**src/rtl/spfp_pkg.sv**
```systemverilog
// Shared definitions for the sequential single-precision subtractor.
// Holds the FSM state encodings, IEEE-754 field constants, the datapath width
// and the default alignment saturation limit.
package spfp_pkg;

  localparam int unsigned EXP_BIAS      = 127;
  localparam int unsigned EXP_MAX       = 255;
  localparam logic [31:0] QNAN          = 32'h7FC0_0000;
  // carry, hidden, 23 fraction, guard, round, sticky
  localparam int unsigned DP_W          = 28;
  localparam int unsigned ALIGN_MAX_DEF = 26;

  localparam logic [2:0] StIdle   = 3'd0;
  localparam logic [2:0] StUnpack = 3'd1;
  localparam logic [2:0] StAlign  = 3'd2;
  localparam logic [2:0] StAdd    = 3'd3;
  localparam logic [2:0] StNorm   = 3'd4;
  localparam logic [2:0] StPack   = 3'd5;
  localparam logic [2:0] StDone   = 3'd6;

endpackage

```
**src/rtl/spfp_unpack.sv**
```systemverilog
// Combinational IEEE-754 single-precision field decoder.
// Ports:
//   op_i      - 32-bit operand
//   sign_o    - sign bit
//   exp_o     - biased exponent (0 when the operand is flushed to zero)
//   mant_o    - 24-bit mantissa including the hidden bit (0 when flushed)
//   is_zero_o - exponent field is 0 (zeros and denormals, flushed to signed zero)
//   is_inf_o  - infinity
//   is_nan_o  - any NaN
module spfp_unpack
  import spfp_pkg::*;
(
  input  logic [31:0] op_i,
  output logic        sign_o,
  output logic [7:0]  exp_o,
  output logic [23:0] mant_o,
  output logic        is_zero_o,
  output logic        is_inf_o,
  output logic        is_nan_o
);

  logic [7:0]  exp_f;
  logic [22:0] frac_f;

  always_comb begin
    exp_f     = op_i[30:23];
    frac_f    = op_i[22:0];
    sign_o    = op_i[31];
    is_zero_o = (exp_f == 8'd0);
    is_inf_o  = (exp_f == 8'(EXP_MAX)) && (frac_f == 23'd0);
    is_nan_o  = (exp_f == 8'(EXP_MAX)) && (frac_f != 23'd0);
    exp_o     = is_zero_o ? 8'd0 : exp_f;
    mant_o    = is_zero_o ? 24'd0 : {1'b1, frac_f};
  end

endmodule

```
**src/rtl/spfp_subtractor_seq.sv**
```systemverilog
// Multi-cycle IEEE-754 single-precision subtractor: result = operand1 - operand2.
// Alignment and normalisation shift one bit per clock; truncating rounding,
// no denormal support.
// Ports:
//   clk, reset            - rising-edge clock, asynchronous active-high reset
//   in_valid / in_ready   - request handshake (in_ready high only in IDLE)
//   operand1, operand2    - minuend and subtrahend
//   out_valid / out_ready - result handshake, result held until accepted
//   result                - difference
//   overflow / underflow  - saturated to infinity / nonzero flushed to zero
module spfp_subtractor_seq
  import spfp_pkg::*;
#(
  parameter int unsigned ALIGN_MAX = ALIGN_MAX_DEF
) (
  input  logic        clk,
  input  logic        reset,
  input  logic        in_valid,
  output logic        in_ready,
  input  logic [31:0] operand1,
  input  logic [31:0] operand2,
  output logic        out_valid,
  input  logic        out_ready,
  output logic [31:0] result,
  output logic        overflow,
  output logic        underflow
);

  localparam logic [7:0] AlignMax8 = (ALIGN_MAX > 255) ? 8'd255 : 8'(ALIGN_MAX);

  logic [2:0]      state_q, state_d;
  logic [31:0]     op1_q, op1_d, op2_q, op2_d;
  logic [DP_W-1:0] ma_q, ma_d, mb_q, mb_d;
  logic [8:0]      exp_q, exp_d;
  logic [7:0]      cnt_q, cnt_d;
  logic            sign_q, sign_d, sub_q, sub_d;
  logic            special_q, special_d, zero_q, zero_d;
  logic [31:0]     spec_res_q, spec_res_d;
  logic [31:0]     result_q, result_d;
  logic            ovf_q, ovf_d, uf_q, uf_d;
  logic            in_ready_q, in_ready_d, out_valid_q, out_valid_d;

  // Operand 2 with its sign flipped turns the subtraction into a signed add.
  logic [31:0] op2n;
  assign op2n = {~op2_q[31], op2_q[30:0]};

  logic        s1, s2, z1, z2, i1, i2, n1, n2;
  logic [7:0]  e1, e2;
  logic [23:0] m1, m2;

  spfp_unpack u_unpack_a (
    .op_i      (op1_q),
    .sign_o    (s1),
    .exp_o     (e1),
    .mant_o    (m1),
    .is_zero_o (z1),
    .is_inf_o  (i1),
    .is_nan_o  (n1)
  );

  spfp_unpack u_unpack_b (
    .op_i      (op2n),
    .sign_o    (s2),
    .exp_o     (e2),
    .mant_o    (m2),
    .is_zero_o (z2),
    .is_inf_o  (i2),
    .is_nan_o  (n2)
  );

  // Operand ordering, alignment distance and special-case result
  logic            swap, sa, sb, special;
  logic [7:0]      ea, eb, d_raw, d_sat;
  logic [23:0]     mant_a, mant_b;
  logic [31:0]     spec_res;
  logic [DP_W-1:0] sum;

  always_comb begin
    // Ties keep operand1 as A so A - B is never negative.
    swap   = (op2_q[30:0] > op1_q[30:0]);
    sa     = swap ? s2 : s1;
    sb     = swap ? s1 : s2;
    ea     = swap ? e2 : e1;
    eb     = swap ? e1 : e2;
    mant_a = swap ? m2 : m1;
    mant_b = swap ? m1 : m2;
    d_raw  = ea - eb;
    d_sat  = (d_raw > AlignMax8) ? AlignMax8 : d_raw;

    special = n1 | n2 | i1 | i2 | z1 | z2;
    if (n1 || n2) begin
      spec_res = QNAN;
    end else if (i1 && i2 && (op1_q[31] == op2_q[31])) begin
      spec_res = QNAN;
    end else if (i1) begin
      spec_res = op1_q;
    end else if (i2) begin
      spec_res = op2n;
    end else if (z1 && z2) begin
      spec_res = 32'd0;
    end else if (z1) begin
      spec_res = op2n;
    end else begin
      spec_res = op1_q;
    end

    sum = sub_q ? (ma_q - mb_q) : (ma_q + mb_q);
  end

  always_comb begin
    state_d    = state_q;
    op1_d      = op1_q;
    op2_d      = op2_q;
    ma_d       = ma_q;
    mb_d       = mb_q;
    exp_d      = exp_q;
    cnt_d      = cnt_q;
    sign_d     = sign_q;
    sub_d      = sub_q;
    special_d  = special_q;
    zero_d     = zero_q;
    spec_res_d = spec_res_q;
    result_d   = result_q;
    ovf_d      = ovf_q;
    uf_d       = uf_q;

    case (state_q)
      StIdle: begin
        if (in_valid) begin
          op1_d   = operand1;
          op2_d   = operand2;
          state_d = StUnpack;
        end
      end
      StUnpack: begin
        sign_d     = sa;
        exp_d      = {1'b0, ea};
        ma_d       = {1'b0, mant_a, 3'b000};
        mb_d       = {1'b0, mant_b, 3'b000};
        sub_d      = sa ^ sb;
        cnt_d      = d_sat;
        special_d  = special;
        spec_res_d = spec_res;
        zero_d     = 1'b0;
        if (special) begin
          state_d = StPack;
        end else if (d_sat != 8'd0) begin
          state_d = StAlign;
        end else begin
          state_d = StAdd;
        end
      end
      StAlign: begin
        // Bit falling off the bottom is folded into sticky.
        mb_d  = {1'b0, mb_q[DP_W-1:2], mb_q[1] | mb_q[0]};
        cnt_d = cnt_q - 8'd1;
        if (cnt_q == 8'd1) begin
          state_d = StAdd;
        end
      end
      StAdd: begin
        ma_d = sum;
        if (sum == '0) begin
          zero_d  = 1'b1;
          state_d = StPack;
        end else if (sum[27] || !sum[26]) begin
          state_d = StNorm;
        end else begin
          state_d = StPack;
        end
      end
      StNorm: begin
        if (ma_q[27]) begin
          ma_d    = {1'b0, ma_q[DP_W-1:2], ma_q[1] | ma_q[0]};
          exp_d   = exp_q + 9'd1;
          state_d = StPack;
        end else begin
          ma_d  = {ma_q[DP_W-2:0], 1'b0};
          exp_d = exp_q - 9'd1;
          // Exponent hitting 0 stops normalisation; PACK flushes it.
          if (exp_q == 9'd1 || ma_q[25]) begin
            state_d = StPack;
          end
        end
      end
      StPack: begin
        ovf_d = 1'b0;
        uf_d  = 1'b0;
        if (special_q) begin
          result_d = spec_res_q;
        end else if (zero_q) begin
          result_d = 32'd0;
        end else if (exp_q == 9'd0) begin
          result_d = {sign_q, 31'd0};
          uf_d     = 1'b1;
        end else if (exp_q >= 9'(EXP_MAX)) begin
          result_d = {sign_q, 8'hFF, 23'd0};
          ovf_d    = 1'b1;
        end else begin
          result_d = {sign_q, exp_q[7:0], ma_q[25:3]};
        end
        state_d = StDone;
      end
      StDone: begin
        if (out_ready) begin
          state_d = StIdle;
        end
      end
      default: state_d = StIdle;
    endcase

    in_ready_d  = (state_d == StIdle);
    out_valid_d = (state_d == StDone);
  end

  always_ff @(posedge clk or posedge reset) begin
    if (reset) begin
      state_q     <= StIdle;
      op1_q       <= '0;
      op2_q       <= '0;
      ma_q        <= '0;
      mb_q        <= '0;
      exp_q       <= '0;
      cnt_q       <= '0;
      sign_q      <= 1'b0;
      sub_q       <= 1'b0;
      special_q   <= 1'b0;
      zero_q      <= 1'b0;
      spec_res_q  <= '0;
      result_q    <= '0;
      ovf_q       <= 1'b0;
      uf_q        <= 1'b0;
      in_ready_q  <= 1'b1;
      out_valid_q <= 1'b0;
    end else begin
      state_q     <= state_d;
      op1_q       <= op1_d;
      op2_q       <= op2_d;
      ma_q        <= ma_d;
      mb_q        <= mb_d;
      exp_q       <= exp_d;
      cnt_q       <= cnt_d;
      sign_q      <= sign_d;
      sub_q       <= sub_d;
      special_q   <= special_d;
      zero_q      <= zero_d;
      spec_res_q  <= spec_res_d;
      result_q    <= result_d;
      ovf_q       <= ovf_d;
      uf_q        <= uf_d;
      in_ready_q  <= in_ready_d;
      out_valid_q <= out_valid_d;
    end
  end

  assign in_ready  = in_ready_q;
  assign out_valid = out_valid_q;
  assign result    = result_q;
  assign overflow  = ovf_q;
  assign underflow = uf_q;

endmodule

```
**config.mk**
```make
export PLATFORM = sky130hd
export DESIGN_NAME = spfp_subtractor_seq
export DESIGN_NICKNAME = d
export VERILOG_FILES = /design/src/rtl/spfp_pkg.sv /design/src/rtl/spfp_unpack.sv /design/src/rtl/spfp_subtractor_seq.sv
export SDC_FILE = /design/constraint.sdc
export NUM_CORES = 1
export LEC_CHECK = 0
export BUFFER_PORTS_ARGS = -buffer_cell sky130_fd_sc_hd__buf_4
export CAP_MARGIN = 15
export CORE_MARGIN = 1.5
export CORE_UTILIZATION = 40
export CTS_CLUSTER_DIAMETER = 150
export CTS_CLUSTER_SIZE = 14
export DETAILED_ROUTE_END_ITERATION = 16
export GPL_TIMING_DRIVEN = 0
export PLACE_DENSITY_LB_ADDON = 0.05
export SYNTH_ARGS = -nofsm -noshare
export SYNTH_HDL_FRONTEND = slang
export SYNTH_SLANG_ARGS = --single-unit
```
**constraint.sdc**
```tcl
create_clock -name clk -period 13.95 [get_ports clk]
set_input_delay 2.79 -clock clk [delete_from_list [all_inputs] [get_ports clk]]
set_output_delay 2.79 -clock clk [all_outputs]
set_load 0.005 [all_outputs]
```
Yosys cells after proc, flatten, opt, wreduce, memory -nomap -nowiden:

Cells that the tools add are included.

* $add $sub $neg: 6
* multiply operators: 0
* divide/modulo/power cells: 0
* order comparisons: 3
* equal/unequal tests: 13
* shift operators: 0
* multiplexer cells: 47
* bitwise logic cells: 9
* reductions and logical operators: 28

Operators with widths (count)
* $mux 32: 8
* $mux 24: 4
* $pmux 28 s3: 1
* $mux 31: 2
* $mux 28: 2
* $pmux 28 s2: 1
* $logic_not 23->1: 2
* $reduce_bool 23->1: 2
* $mux 8: 5
* $gt 31x31->1: 1
* $add 28x28->28: 1
* $logic_not 28->1: 1
* $sub 28x28->28: 1
* $pmux 3 s7: 1
* $mux 3: 6
* $pmux 9 s2: 1
* $eq 8x8->1 const B: 2
* $logic_not 8->1: 2
* $pmux 8 s2: 1
* $mux 1: 13
* $eq 3x3->1 const B: 4
* $add 9x1->9 const B: 1
* $eq 9x1->1 const B: 1
* $ge 9x8->1 const B: 1
* other kinds (23): 42

* flip-flop bits (word level): 212
* bits in latches: 0
* bits in writable memories: 0
* bits in read-only memories: 0
* input port bits: 68
* word-level logic and storage cells: 123
* memories kept: 0

Logic depth before layout (Yosys ltp):

* depth after elaboration: 11
* gate-level depth with buffers: 22
* mapped depth without buffers: 20

By module:

Synthesis repeated with hierarchy kept, for this count alone.

* cells, all modules: 1693
* area, all modules: 14555.2 um^2

By module, submodules not included
* spfp_subtractor_seq: times used 1, cells each 1591, area an instance 13799.5 um^2, seq. area each 5281.3 um^2
* spfp_unpack: times used 2, cells each 51, area an instance 377.9 um^2, seq. area each 0.0 um^2

Least setup slack after synthesis:

No wires, ideal clock.

* path type: register -> register
* start: register op1_q[26]
* end: register in_ready_q (netlist: in_ready)
* setup time: 0.062 ns
* data arrival time: 4.397 ns
* data required time: 13.888 ns
* path slack: 9.491 ns
* stages on the path, launching flop included: 21
* path buffers: 2
* cell sequence: dfrtp_1 -> inv_1 -> ha_1 -> nand4_1 -> nor4_1 -> o21ai_1 -> a22oi_4 -> buf_4 -> buf_2 -> mux2_2 -> ha_1 -> fa_1 -> nor2b_1 -> o21ai_0 -> nand2b_1 -> xnor2_1 -> o31a_1 -> nand4_1 -> nor3b_1 -> a311oi_1 -> and2_1

* word-level cells in the longest chain between the ends: 11

RTL lines
* start: declaration: line spfp_subtractor_seq.sv:32 `logic [31:0] op1_q, op1_d, op2_q, op2_d;`
* start signal: assignment: line spfp_subtractor_seq.sv:237 `op1_q <= op1_d;`
* parallel branches: the longest is 8 deep, another holds $gt 31x31->1
* $mux 3 *: line spfp_subtractor_seq.sv:145 `if (special) begin`
* $pmux 3 s7 *: line spfp_subtractor_seq.sv:127 `case (state_q)`
* $logic_not 3->1 *: line spfp_subtractor_seq.sv:212 `in_ready_d = (state_d == StIdle);`
* net in_ready_d: line spfp_subtractor_seq.sv:41 `logic in_ready_q, in_ready_d, out_valid_q, out_valid_d;`
* end signal: assignment: line spfp_subtractor_seq.sv:251 `in_ready_q <= in_ready_d;`
* end: declaration: line spfp_subtractor_seq.sv:41

Mark *: on every way through the listed nets, which the timed path passes.
A chain may end at the register's enable or synchronous reset.

Worst setup path in the final report:

* start: register op1_q[25]
* end: register in_ready_q (netlist: in_ready)

Same word-level chain as after synthesis.

==> impl_metrics.tcl <==
set metrics [dict create \
    synth_cells 1651 \
    post_cts_buffers 0 \
    async_flop_share_pct 100 \
    route.vias.total 13365 \
    cts.hold.buffers_added 0 \
    worstSetupEndpointType "flop" \
    cp_max_fo 10 \
    fp.dieH_um 191 \
    cts_buffers 19 \
    crit_path_max_incr_delay_ns 0.74 \
    totalWireLength_um 50900 \
    ys_seq_area_share_pct 37.3 \
    yosysWarnings 0 \
    startpoint "op1_q[25]$_DFFE_PP0P_" \
    synth_nets 1795 \
    syn_to_final_growth_pct 13.6 \
    die_w_um 191 \
    arrival_ns 6.13 \
    most-common-layout-cells "dfrtp_1 (210), nand2_1 (190), o21ai_0 (173)" \
    ios 104 \
    synth_edf_count 0 \
    gp_congestion 0.948 \
    cts_tree "done" \
    first_iter_violations 1059 \
    grt_pass1_vias 12669 \
    dp_hpwl_um 40600 \
    syn_area_per_cell_um2 8.57 \
    grt_pass1_wl_um 77900 \
    synth_area_leader_cell "dfrtp_1" \
    cts.path.max_buffers 3 \
    crit_required_ns 14.37 \
    finalSetupViolCount 0 \
    slowest_stage "nor4_1" \
    viasPerCell 5.97 \
    met1_usage_pct 40.3 \
    busiest_layer "met2" \
    max_slew_margin_pct 37.0 \
    synthTopCellsByArea "dfrtp_1 (37%), ha_1 (6.5%), o21ai_0 (6.1%)" \
    finClkSkew_ns 0.0274 \
    antenna_found_initial 0 \
    use_met2_pct 45.6 \
    finalSetupTns_ns 0 \
    htree_num_levels 1 \
    rows 68 \
    tightest_slew_ns 0.945 \
    core_area_um2 34700 \
    hold_viol 0 \
    grt_start_max_net_pins 120 \
    synthFlopType "dfrtp_1" \
    drive_above_1_share_pct 12.2 \
    dp_slack_ns 8.28 \
    root_buffer "clkbuf_16" \
    clk-insertion-delay-late_ns 0.52 \
    die_area_um2 36500 \
    start_util_pct 40.8 \
    grt_usage_pct 28.0 \
    min_path_type "reg2reg" \
    cp_cell_sequence "inv_1 -> ha_1 -> nand4_1 -> nor4_1 -> o21ai_1 -> a22oi_4 -> buf_4 -> buf_2 -> mux2_2 -> ha_1 -> fa_1 -> nor2b_1 -> o21ai_0 -> nand2b_1 -> xnor2_1 -> o31a_1 -> nand4_1 -> nor3b_1 -> a311oi_1 -> and2_1" \
    final_common_cell "dfrtp_1" \
    ys_ff_latch 211 \
    numPortBuffers 103 \
    synth_top_area_share_pct 37.1 \
    n_antenna_cell 0 \
    ant_nets 0 \
    finalNonFillerCells 2239 \
    cap_viol_max_count 0 \
    fin_crit_ns 5.71 \
    path_class "reg2reg" \
    clock_sinks 211 \
    r2r_start "op1_q[25]$_DFFE_PP0P_" \
    use_met3_pct 2.35 \
    drc 0 \
    layout.nets 1921 \
    setup_slack_ns 8.24 \
    ctsResizeCount 0 \
    maxSlewViolCount 0 \
    wl_per_cell_um 22.7 \
    grt.overflow.total 0 \
    synth_cell_types 77 \
    rsz0062_at_grt "no" \
    fmax_mhz 175 \
    hold_start "result[30]$_DFFE_PP0P_" \
    dp.cells 2211 \
    worstSetupStartpointType "flop" \
    status "finished clean" \
    cts.clk_slew.worst_paths_ns 0.07 \
    synth_area_um2 14200 \
    dr.pass1.iters 5 \
    fin_crit_sh_pct 40.9 \
]
Yosys cell counts, types with 6 or more instances:
cell type / instances
a211oi_1: 6
a21o_1: 24
a21oi_1: 100
a221oi_1: 11
a22o_1: 23
a22oi_1: 48
a31oi_1: 38
and2_1: 9
and3_1: 13
buf_1: 7
buf_2: 19
clkbuf_1: 77
dfrtp_1: 210
ha_1: 74
inv_1: 64
mux2_2: 54
mux2i_1: 40
nand2_1: 190
nand2b_1: 7
nand3_1: 29
nand4_1: 28
nor2_1: 133
nor2b_1: 12
nor3_1: 35
nor4_1: 27
o211ai_1: 16
o21a_1: 9
o21ai_0: 173
o22ai_1: 24
or3_1: 7
or4_1: 6
xnor2_1: 36
xor2_1: 11
metrics by stage:
step | hold slack (ns) | utilization, % | area, um^2
after global routing | 0.498 | 46.3 | 16100
after floorplan | 0.446 | - | 14200
final | 0.480 | 46.3 | 16100
after global placement | 0.466 | 44.6 | 15500
after detailed placement | 0.469 | 44.8 | 15500
after CTS | 0.485 | 46.3 | 16100
logic make-up after synthesis:
family                     after synthesis  synth area share (%)
buffers and inverters                  171                  4.79
and+or+nand+nor                        516                  16.9
AOI/OAI and AO/OA                      535                  24.0
DFF                                    211                  37.3
adders and majority gates               76                  6.83
muxes                                   94                  7.13
xor gates and xnor gates                48                  3.02
layout make-up:
type,instances,area [um^2]
Timing Repair Buffer,105,808
Tap cell,455,569
Buffer,107,438
Clock inverter,2,25.0
Multi-Input combinational cell,1269,8200
Fill cell,3481,18600
Sequential cell,211,5280
Inverter,64,248
Clock buffer,26,502
state kept, by name (all words and copies together), names as in the netlist:
name and flops:
out_valid 1, spec_res_q 32, cnt_q 8, overflow 1, ma_q 28, sub_q 1, exp_q 9, in_ready 1
zero_q 1, state_q 3, underflow 1, mb_q 27, op2_q 32, sign_q 1, result 32, special_q 1
op1_q 32
worst paths after layout:
path / to / slack (ns) / depth (start not counted)
setup reg to reg: in_ready$_DFF_PP1_ / 8.24 / 20
hold / removal: result[30]$_DFFE_PP0P_ / 0.48 / 2
setup / recovery: in_ready$_DFF_PP1_ / 8.24 / 20
hold reg to reg: result[30]$_DFFE_PP0P_ / 0.48 / 2
min in group asynchronous: op2_q[9]$_DFFE_PP0P_ / 2.35 / 2
max in group asynchronous: result[13]$_DFFE_PP0P_ / 10.52 / 3
metal layers:
metal	vias to the layer above	part of all wire, %
li1	6331	-
met1	6507	47
met2	461	46
met3	66	5.5
met4	0	2.2
met5	-	0
worst max-delay path, delay by kind of cell, from the launching register on:
| kind | cells | cell delay (ns) |
|---|---|---|
| mux | 1 | 0.40 |
| simple gates | 7 | 2.00 |
| xor+xnor | 1 | 0.18 |
| compound gates | 5 | 1.03 |
| flops | 1 | 0.45 |
| buf+inv | 3 | 0.65 |
| fa+ha+maj | 3 | 0.90 |
Power is left out: the tool's default activity adds up to more than one toggle a clock period on the data nets, which glitch-free logic cannot reach.
